## src/rtl/aes_shift_rows_unit.sv

```systemverilog
//------------------------------------------------------------------------------
// aes_shift_rows_unit
//
// Applies the Rijndael ShiftRows / InvShiftRows byte permutation (or a plain
// bypass) to a state of NB columns and queues the result in a small FIFO.
// The permutation itself is pure wiring; the FIFO gives a one-cycle latency
// and decouples the upstream and downstream handshakes.
//
// State layout: byte k lives at bits [W-1-8k -: 8], row = k mod 4,
// column = k div 4. Row offsets are {0,1,2,3} for NB = 4 or 6 and {0,1,3,4}
// for NB = 8.
//
// Parameters:
//   NB        state columns: 4, 6 or 8 (128/192/256-bit block)
//   DEPTH     output buffer entries, 1 to 4
//
// Ports:
//   clk        in   single clock, rising edge
//   rst        in   synchronous active-high reset
//   in_valid   in   input transaction present
//   in_ready   out  input accepted this cycle (count < DEPTH, low in reset)
//   in_mode    in   00 ShiftRows, 01 InvShiftRows, 10 bypass, 11 reserved
//   in_data    in   state to transform
//   out_valid  out  buffered result present
//   out_ready  in   downstream accepts the head entry this cycle
//   out_data   out  transformed state at the FIFO head
//   out_err    out  head entry came from reserved mode 11
//   count      out  current buffer occupancy
//------------------------------------------------------------------------------
`timescale 1ns/1ps

module aes_shift_rows_unit #(
   parameter  int NB    = 4,
   parameter  int DEPTH = 2,
   localparam int W     = 32 * NB,
   localparam int CNT_W = $clog2(DEPTH + 1)
) (
   input  logic             clk,
   input  logic             rst,
   input  logic             in_valid,
   output logic             in_ready,
   input  logic [1:0]       in_mode,
   input  logic [W-1:0]     in_data,
   output logic             out_valid,
   input  logic             out_ready,
   output logic [W-1:0]     out_data,
   output logic             out_err,
   output logic [CNT_W-1:0] count
);

   //---------------------------------------------------------------------------
   // Parameter legality
   //---------------------------------------------------------------------------
   if (NB != 4 && NB != 6 && NB != 8) begin : g_bad_nb
      $fatal(1, "aes_shift_rows_unit: NB must be 4, 6 or 8");
   end

   if (DEPTH < 1 || DEPTH > 4) begin : g_bad_depth
      $fatal(1, "aes_shift_rows_unit: DEPTH must be in 1..4");
   end

   localparam int                 PTR_W    = (DEPTH > 1) ? $clog2(DEPTH) : 1;
   localparam logic [CNT_W-1:0]   DEPTH_C  = CNT_W'(DEPTH);
   localparam logic [PTR_W-1:0]   PTR_LAST = PTR_W'(DEPTH - 1);

   typedef enum logic [1:0] {
      MODE_SHIFT  = 2'b00,
      MODE_INV    = 2'b01,
      MODE_BYPASS = 2'b10,
      MODE_RSVD   = 2'b11
   } mode_e;

   //---------------------------------------------------------------------------
   // Byte permutation: every output byte is a fixed wire from one input byte,
   // so both directions are built statically and selected by mode.
   //---------------------------------------------------------------------------
   logic [W-1:0] fwd_data;
   logic [W-1:0] inv_data;

   for (genvar c = 0; c < NB; c++) begin : g_col
      for (genvar r = 0; r < 4; r++) begin : g_row
         // The two upper rows move one further for the 256-bit block.
         localparam int SH    = (NB == 8 && r >= 2) ? r + 1 : r;
         localparam int DST   = 4 * c + r;
         localparam int SRC_F = 4 * ((c + SH) % NB) + r;
         localparam int SRC_I = 4 * ((c + NB - SH) % NB) + r;

         assign fwd_data[W-1-8*DST -: 8] = in_data[W-1-8*SRC_F -: 8];
         assign inv_data[W-1-8*DST -: 8] = in_data[W-1-8*SRC_I -: 8];
      end
   end

   logic [W-1:0] xform_data;
   logic         xform_err;

   // NOTE: every output gets a default before the case so no path leaves it
   // unassigned; a missing default turns this block into a latch.
   always_comb begin
      xform_data = in_data;
      xform_err  = 1'b0;
      case (mode_e'(in_mode))
         MODE_SHIFT:  xform_data = fwd_data;
         MODE_INV:    xform_data = inv_data;
         MODE_BYPASS: xform_data = in_data;
         MODE_RSVD:   xform_err  = 1'b1;
         default:     xform_err  = 1'b0;
      endcase
   end

   //---------------------------------------------------------------------------
   // Output FIFO
   //---------------------------------------------------------------------------
   logic [W-1:0]     data_q [DEPTH];
   logic             err_q  [DEPTH];
   logic [PTR_W-1:0] wr_ptr_q, wr_ptr_d;
   logic [PTR_W-1:0] rd_ptr_q, rd_ptr_d;
   logic [CNT_W-1:0] count_q,  count_d;
   logic             push;
   logic             pop;

   // Ready depends only on stored occupancy (and reset), never on out_ready,
   // so a full buffer cannot accept even when it is being drained.
   assign in_ready  = ~rst & (count_q < DEPTH_C);
   assign out_valid = (count_q != '0);
   assign out_data  = data_q[rd_ptr_q];
   assign out_err   = err_q[rd_ptr_q];
   assign count     = count_q;

   assign push = in_valid & in_ready;
   assign pop  = out_valid & out_ready;

   always_comb begin
      wr_ptr_d = wr_ptr_q;
      rd_ptr_d = rd_ptr_q;
      count_d  = count_q;

      if (push) begin
         wr_ptr_d = (wr_ptr_q == PTR_LAST) ? '0 : wr_ptr_q + PTR_W'(1);
      end
      if (pop) begin
         rd_ptr_d = (rd_ptr_q == PTR_LAST) ? '0 : rd_ptr_q + PTR_W'(1);
      end

      case ({push, pop})
         2'b10:   count_d = count_q + CNT_W'(1);
         2'b01:   count_d = count_q - CNT_W'(1);
         default: count_d = count_q;
      endcase
   end

   // NOTE: state registers use non-blocking assignment so every register
   // samples its inputs from before the edge, independent of statement order.
   always_ff @(posedge clk) begin
      if (rst) begin
         wr_ptr_q <= '0;
         rd_ptr_q <= '0;
         count_q  <= '0;
         // NOTE: the storage array is cleared on reset because its head entry
         // drives out_data/out_err directly and those must read as zero.
         for (int i = 0; i < DEPTH; i++) begin
            data_q[i] <= '0;
            err_q[i]  <= 1'b0;
         end
      end else begin
         if (push) begin
            data_q[wr_ptr_q] <= xform_data;
            err_q[wr_ptr_q]  <= xform_err;
         end
         wr_ptr_q <= wr_ptr_d;
         rd_ptr_q <= rd_ptr_d;
         count_q  <= count_d;
      end
   end

endmodule

```

## config.mk

```make
export PLATFORM = sky130hd
export DESIGN_NAME = aes_shift_rows_unit
export DESIGN_NICKNAME = d
export VERILOG_FILES = /design/src/rtl/aes_shift_rows_unit.sv
export SDC_FILE = /design/constraint.sdc
export NUM_CORES = 1
export LEC_CHECK = 0
export ABC_AREA = 0
export BUFFER_PORTS_ARGS = -buffer_cell sky130_fd_sc_hd__buf_2
export CAP_MARGIN = 20
export CORE_MARGIN = 2
export CORE_UTILIZATION = 40
export CTS_CLUSTER_DIAMETER = 200
export CTS_CLUSTER_SIZE = 20
export DETAILED_ROUTE_END_ITERATION = 10
export HOLD_SLACK_MARGIN = 0.08
export SLEW_MARGIN = 20
export SYNTH_ARGS = -nofsm -noshare
export SYNTH_HDL_FRONTEND = slang
export SYNTH_SLANG_ARGS = --single-unit
```

## constraint.sdc

```tcl
create_clock -name clk -period 4.7 [get_ports clk]
set_input_delay 0.47 -clock clk [delete_from_list [all_inputs] [get_ports clk]]
set_output_delay 0.47 -clock clk [all_outputs]
set_load 0.1 [all_outputs]
```

=== After elaboration in Yosys (flattened, before gate mapping) ===
Memories as Yosys holds them, arrays and structs flattened. A register that Yosys moved wholly into a read port is not among the register bits.
Index checks and enable logic that the tools add are counted.

* Register bits after elaboration: 4
* RAM bits: 258
* Word-level logic and storage cells: 43
* Memories kept: 2
* Output and inout bits: 133

* Multiplexer cells: 20
* Bitwise gates (word level): 4
* Add/sub/neg operators: 4
* Eq/ne operators: 4
* Reduce and logical (&&, ||, !) cells: 5
* $lt $le $gt $ge: 1

{| class="wikitable"
|+ Memories
! name !! depth !! width !! read ports !! clocked after Yosys merged registers in !! write ports !! line !! source
|-
| data_q || 2 || 128 || 1 || 1 || 2 || 113 || <nowiki>logic [W-1:0] data_q [DEPTH];</nowiki>
|-
| err_q || 2 || 1 || 1 || 1 || 2 || 114 || <nowiki>logic err_q [DEPTH];</nowiki>
|}

{| class="wikitable"
|+ Operator list
! cell !! count
|-
| 120-bit one-hot mux with 2 select lines || 1
|-
| 128-bit two-way mux || 1
|-
| 128-bit OR reduction || 1
|-
| 1-bit two-way mux || 17
|-
| 2-bit by 1-bit equality test with 1-bit output (second input constant) || 2
|-
| 2-bit equality test (second input constant) || 2
|-
| 2-bit one-hot mux with 2 select lines || 1
|-
| 2-bit nonzero test || 2
|-
| 1-bit bitwise AND || 3
|-
| 1-bit adder (second input constant) || 2
|-
| 2-bit by 1-bit adder with 2-bit output (second input constant) || 1
|-
| 2-bit logical NOT || 1
|-
| 2-bit less-than comparator (second input constant) || 1
|-
| 2-bit by 1-bit subtractor with 2-bit output (second input constant) || 1
|-
| 1-bit inverter || 1
|-
| 1-bit OR reduction || 1
|}

=== Depth between registers and ports, before layout ===
Gate-level depths: netlist (run 1).

* Word-level depth: 8
* Gate-level depth with buffers: 7
* Mapped depth without buffers: 5

=== Worst setup path after synthesis (run 1) ===
Ideal clock, no wire load.

* Path kind: flip-flop to flip-flop
* Start: register count_q[1], in the netlist count[1]
* End: memory data_q[1][0] (netlist bit), enable pin
* Period minus slack after synthesis: 6.353 ns
* Slack: -1.653 ns
* Buffers on the path: 1
* Arrival time: 5.843 ns
* Stages on the path, launching flop included: 5
* Cells stage by stage: dfxtp_1 > nor2_1 > nand3_1 > clkbuf_1 > nand2b_1

{| class="wikitable"
|+ RTL lines
! what !! line !! source
|-
| start, declared || 117 || <nowiki>logic [CNT_W-1:0] count_q, count_d;</nowiki>
|-
| start signal, assigned || 171 || <nowiki>count_q <= count_d;</nowiki>
|-
| end, declared || 113 ||
|}

==> results.txt, run 1 <==
outcome: complete, no violations
hold violation total from the final report: 0
Post-Syn Instances: 972
CTS HTree Levels: 1
largest net degree at the start of global routing: 89
hpwl dp: 18,800 um
DP Area: 0.0144 mm2
vias in the first global route: 7,824
Layout Utilization: 0.472
Post-Syn Area per Cell: 13.1 um2
Leakage: 5.78 nW
Tmin final: 3.07 ns
DP Cell Count: 1,578
die height: 182 um
I/O pin count: 267
DRC violation count after routing: 0
share of post-route cells with drive strength above 1: 0.366
setup ws final: 1.63 ns
Initial Util: 0.405
Pre-antenna DRT Iters: 5
Syn. warnings: 0
highest clock rate: 0.326 GHz
crit start category: flip-flop
#FFs+latches synth: 263
dpl ws: 1.48 ns
Slew @ Worst Pin: 0.903 ns
Req. time, crit path: 4.23 ns
hold bufs inserted after CTS: 0
clk root buf: clkbuf_16
Tcrit/Tclk final: 0.653
Area contributors post-synth: edfxtp_1 61%, mux2_2 11%, nor2b_1 6.3%
CTS tree: done
register clock-pin slew on the reported worst setup and hold paths: 0.08 ns
sequential fraction of the synthesis area: 0.616
first-pass GRT wire length: 44,100 um
CTS buffer count: 17
clock buffer depth: 3
post-DR wirelength/cell: 18.2 um
critical path peak fanout: 84
Setup-failing EPs final: 0
Tot GR Track Use: 0.171
Cell Count, Final, Fillers Out: 1,612
max-slew violations: 0
FP Rows: 65
via count: 8,269
Via density: 5.13
Rel. slew slack: 0.398
MaxCap Viol Count: 0
Synth cell types: 30
total gr overflow: 0
Synth Cell Area: 0.0127 mm2
Post-Syn Nets: 1,107
die area: 0.0333 mm2
top cell type by total area after synthesis: edfxtp_1
critical path type: reg -> out
Post-DRT Antenna Nets: 0
Worst EP arrival: 2.60 ns
Yosys top cell area share: 0.608
Buffers on Ports: 266
CTS Sinks: 263
drt initial violations: 458
Setup crit end kind: output port
Sum Neg Setup Slack: 0 ns
clock skew: 0.0155 ns
final wirelength: 29,300 um
GP Congestion: 0.772
postcts setup bufs: 0
Final #Nets: 1,330
initial antenna violation count: 8
VDD IR max: 0.000319 V
fin area: 0.0149 mm2
Area growth syn-to-layout: 16.7%
HP Class: in -> reg
core area: 0.0315 mm2
commonest non-fill, non-tap cells in the layout: 264 x buf_2, 258 x edfxtp_1, 129 x mux2_2, 129 x nor2b_1, 128 x nor3_1
Pwr per Cell Area: 568 mW/mm2
worst skew pair latency: 0.49 ns
unrepaired setup endpoints after global routing: no
PostCTS Resize Cnt: 0
commonest non-fill, non-tap cell in the layout: buf_2
die span in x: 182 um
==> sequential cells by signal (all words and copies together), names as in the netlist, named ones only <==
| name | flops |
|---|---|
| err_q | 2 |
| wr_ptr_q | 1 |
| rd_ptr_q | 1 |
| data_q | 256 |
| count | 2 |
==> logic make-up (layout without fill, tap and decap cells) <==
family	count (synthesis)	after routing	synth area share
multiplexers	161	161	0.139
buffers and inverters	74	307	0.0294
other	0	5	0
AND/OR/NAND/NOR	402	402	0.172
XOR/XNOR	4	4	0.00275
adder cells (fa/ha/maj)	1	1	0.000982
AO/OA/AOI/OAI	67	67	0.0391
flip-flops	263	263	0.616
==> layer usage <==
metal,wire (um),track usage,vias up,share of wire
met2,14000,0.288,193,0.48
met3,1930,0.0421,39,0.066
met5,28,0,-,0.00095
met1,12700,0.223,4008,0.43
li1,-,-,4023,-
met4,612,0.0419,6,0.021
==> cell type report <==
type / instances / area, um2
Fill cell: 2953 / 16600
Sequential cell: 263 / 7850
Multi-Input combinational cell: 635 / 4550
Timing Repair Buffer: 278 / 1460
Tap cell: 402 / 503
Clock buffer: 28 / 467
Clock inverter: 1 / 20.0
Antenna cell: 5 / 12.5
==> final timing paths <==
check | start | endpoint | slack (ns) | cells past startpoint
max | flip-flop | out_err | 1.63 | 3
min | rst | flip-flop | 0.24 | 2
max reg2reg | count[1] | data_q[1][113] | 1.83 | 4
min reg2reg | rd_ptr_q | rd_ptr_q | 0.53 | 2
==> stage by stage <==
step	hold slack, ns	total power [W]
global route	0.230	0.00875
CTS	0.213	0.00853
finish	0.239	0.00844
global placement	0.504	0.00704
floorplan	0.481	0.00639
detailed placement	0.511	0.00706
==> Yosys cell counts <==
library cell / count
a211oi_1: 64
a21oi_1: 1
and2_1: 64
and3_1: 1
buf_1: 7
buf_2: 8
buf_4: 1
buf_6: 8
buf_8: 2
clkbuf_1: 48
dfxtp_1: 5
edfxtp_1: 258
ha_1: 1
mux2_2: 129
mux2i_1: 32
nand2_1: 1
nand2b_1: 2
nand3_1: 1
nor2_1: 64
nor2_2: 8
nor2b_1: 129
nor3_1: 128
o21a_1: 1
o21ai_0: 1
or2_1: 1
or2_2: 1
or3_1: 1
or3b_4: 1
xnor2_1: 3
xor2_1: 1
==> power breakdown <==
group          switching [W]  leakage (nW)  internal [W]
Combinational        0.00318          2.81      0.000760
Sequential          0.000123          2.74       0.00291
Clock               0.000777         0.232      0.000695
==> critical path, cell delays in order (launching register included) <==
cell	delay (ns)
dfxtp_4	0.81
buf_12	0.50
mux2_2	0.42
buf_2	0.30
Note: power is estimated with default switching activity, not from simulation.
==> run 2, diff against run 1 <==
Clock period 4.7 ns to 3 ns, I/O delays scaled along.
==> run 2 against run 1 <==
Critical path depth did not move. Die area is the same. Count of clock-buffer cells in the layout did not move. Largest power group unchanged. Highest routed layer unchanged.
==> results.txt, run 2 (synthesized netlist as in run 1, its figures left out) <==
outcome: complete, no violations
Buffers on Ports: 266
hold violation total from the final report: 0
DRC violation count after routing: 0
initial antenna violation count: 12
post-DR wirelength/cell: 17.9 um
register clock-pin slew on the reported worst setup and hold paths: 0.08 ns
clock skew: 0.0124 ns
worst path cell trace: buf_12, mux2_2, buf_2
CTS HTree Levels: 1
total gr overflow: 0
drt initial violations: 462
hpwl dp: 19,000 um
Tmin final: 2.31 ns
DP Cell Count: 1,587
crit start category: flip-flop
fin area: 0.0153 mm2
core area: 0.0315 mm2
Max stage delay cell, worst path: mux2_2
clk root buf: clkbuf_16
critical path peak fanout: 71
highest clock rate: 0.433 GHz
share of post-route cells with drive strength above 1: 0.364
Setup crit end kind: output port
commonest non-fill, non-tap cells in the layout: 264 x buf_2, 258 x edfxtp_1, 129 x mux2_2, 129 x nor2b_1, 128 x nor3_1
Rel. slew slack: 0.505
HP Class: in -> reg
Req. time, crit path: 2.70 ns
Pwr per Cell Area: 870 mW/mm2
largest net degree at the start of global routing: 104
GP Congestion: 0.760
critical path type: reg -> out
unrepaired setup endpoints after global routing: no
first-pass GRT wire length: 45,200 um
max-slew violations: 0
Sum Neg Setup Slack: 0 ns
CTS Sinks: 263
die area: 0.0333 mm2
Hold Slack: 0.104 ns
Pre-antenna DRT Iters: 5
die height: 182 um
Final #Nets: 1,364
via count: 8,402
DP Area: 0.0146 mm2
MaxCap Viol Count: 0
Area growth syn-to-layout: 20.3%
Worst EP arrival: 2.01 ns
Setup-failing EPs final: 0
Initial Util: 0.405
Cell Count, Final, Fillers Out: 1,645
Tcrit/Tclk final: 0.769
Leakage: 5.99 nW
worst skew pair latency: 0.50 ns
CTS tree: done
I/O pin count: 267
max reg flops: 256
Post-DRT Antenna Nets: 0
commonest non-fill, non-tap cell in the layout: buf_2
Tot GR Track Use: 0.173
Via density: 5.11
CTS buffer count: 17
FP Rows: 65
clock buffer depth: 3
die span in x: 182 um
VDD IR max: 0.000494 V
crit-path max cell delay: 0.41 ns
Reg with most FFs: data_q
Slew @ Worst Pin: 0.743 ns
final wirelength: 29,400 um
vias in the first global route: 8,259
-- run 2: cell count changes in the layout (fill, tap and decap cells not counted) --
cell / change
dfxtp_1: -1
buf_12: +11
and3_2: -1
nor2_4: +1
dlygate4sd3_1: +25
buf_4: -2
dfxtp_2: +1
and3_1: +1
diode_2: -1
nor2_1: -1
-- run 2: report_power, final --
group	leakage, nW	internal (W)	total, W	switching (W)
sequential	2.74	0.00455	0.00467	0.000118
combinational	3.01	0.00128	0.00634	0.00507
clock	0.232	0.00109	0.00231	0.00122
-- run 2: critical path: cells and delay by family, from the launching register on --
family,cells,cell delay [ns]
muxes,1,0.41
DFF,1,0.38
buffers and inverters,2,0.63
-- run 2: routing by layer --
metal  routed length [um]  GRT usage  up-vias  share of wire
li1                     -          -     4109              -
met1                12700      0.231     4030           0.43
met2                14000      0.290      211           0.48
met3                 2110     0.0413       40          0.072
met4                  479     0.0361       12          0.016
met5                   57          0        -         0.0019
-- run 2: worst paths after layout --
path / start / endpoint / slack (ns) / depth (start not counted)
worst max-delay path: flip-flop / out_data[84] / 0.69 / 3
worst max register to register: count[1] / data_q[0][66] / 0.77 / 4
worst min-delay path: in_data[94] / data_q[0][94] / 0.10 / 2
worst min register to register: rd_ptr_q / rd_ptr_q / 0.53 / 2
-- run 2: area by class of cell --
class / count / area (um2)
fillers: 2808 / 16200
flip-flops and latches: 263 / 7850
multi-input cells: 635 / 4550
repair buffers: 312 / 1920
well taps: 402 / 503
clock buffers: 28 / 467
clock inverters: 1 / 20.0
diodes: 4 / 10.0
-- run 2: timing repair --
action	CTS	global route
resized for setup	0	0
endpoints found under the hold margin	41	0
hold buffers	25	0
setup buffers	0	0
-- run 2: metrics by stage --
| stage | utilization | setup slack (ns) | total power, W |
|---|---|---|---|
| 4_1_cts | 0.487 | 0.678 | 0.0135 |
| 3_5_place_dp | 0.463 | 0.637 | 0.0111 |
| 3_3_place_gp | 0.463 | 0.644 | 0.0111 |
| 5_1_grt | 0.487 | 0.614 | 0.0138 |
| 2_1_floorplan | - | 0.0882 | 0.0100 |
| 6_report | 0.487 | 0.692 | 0.0133 |
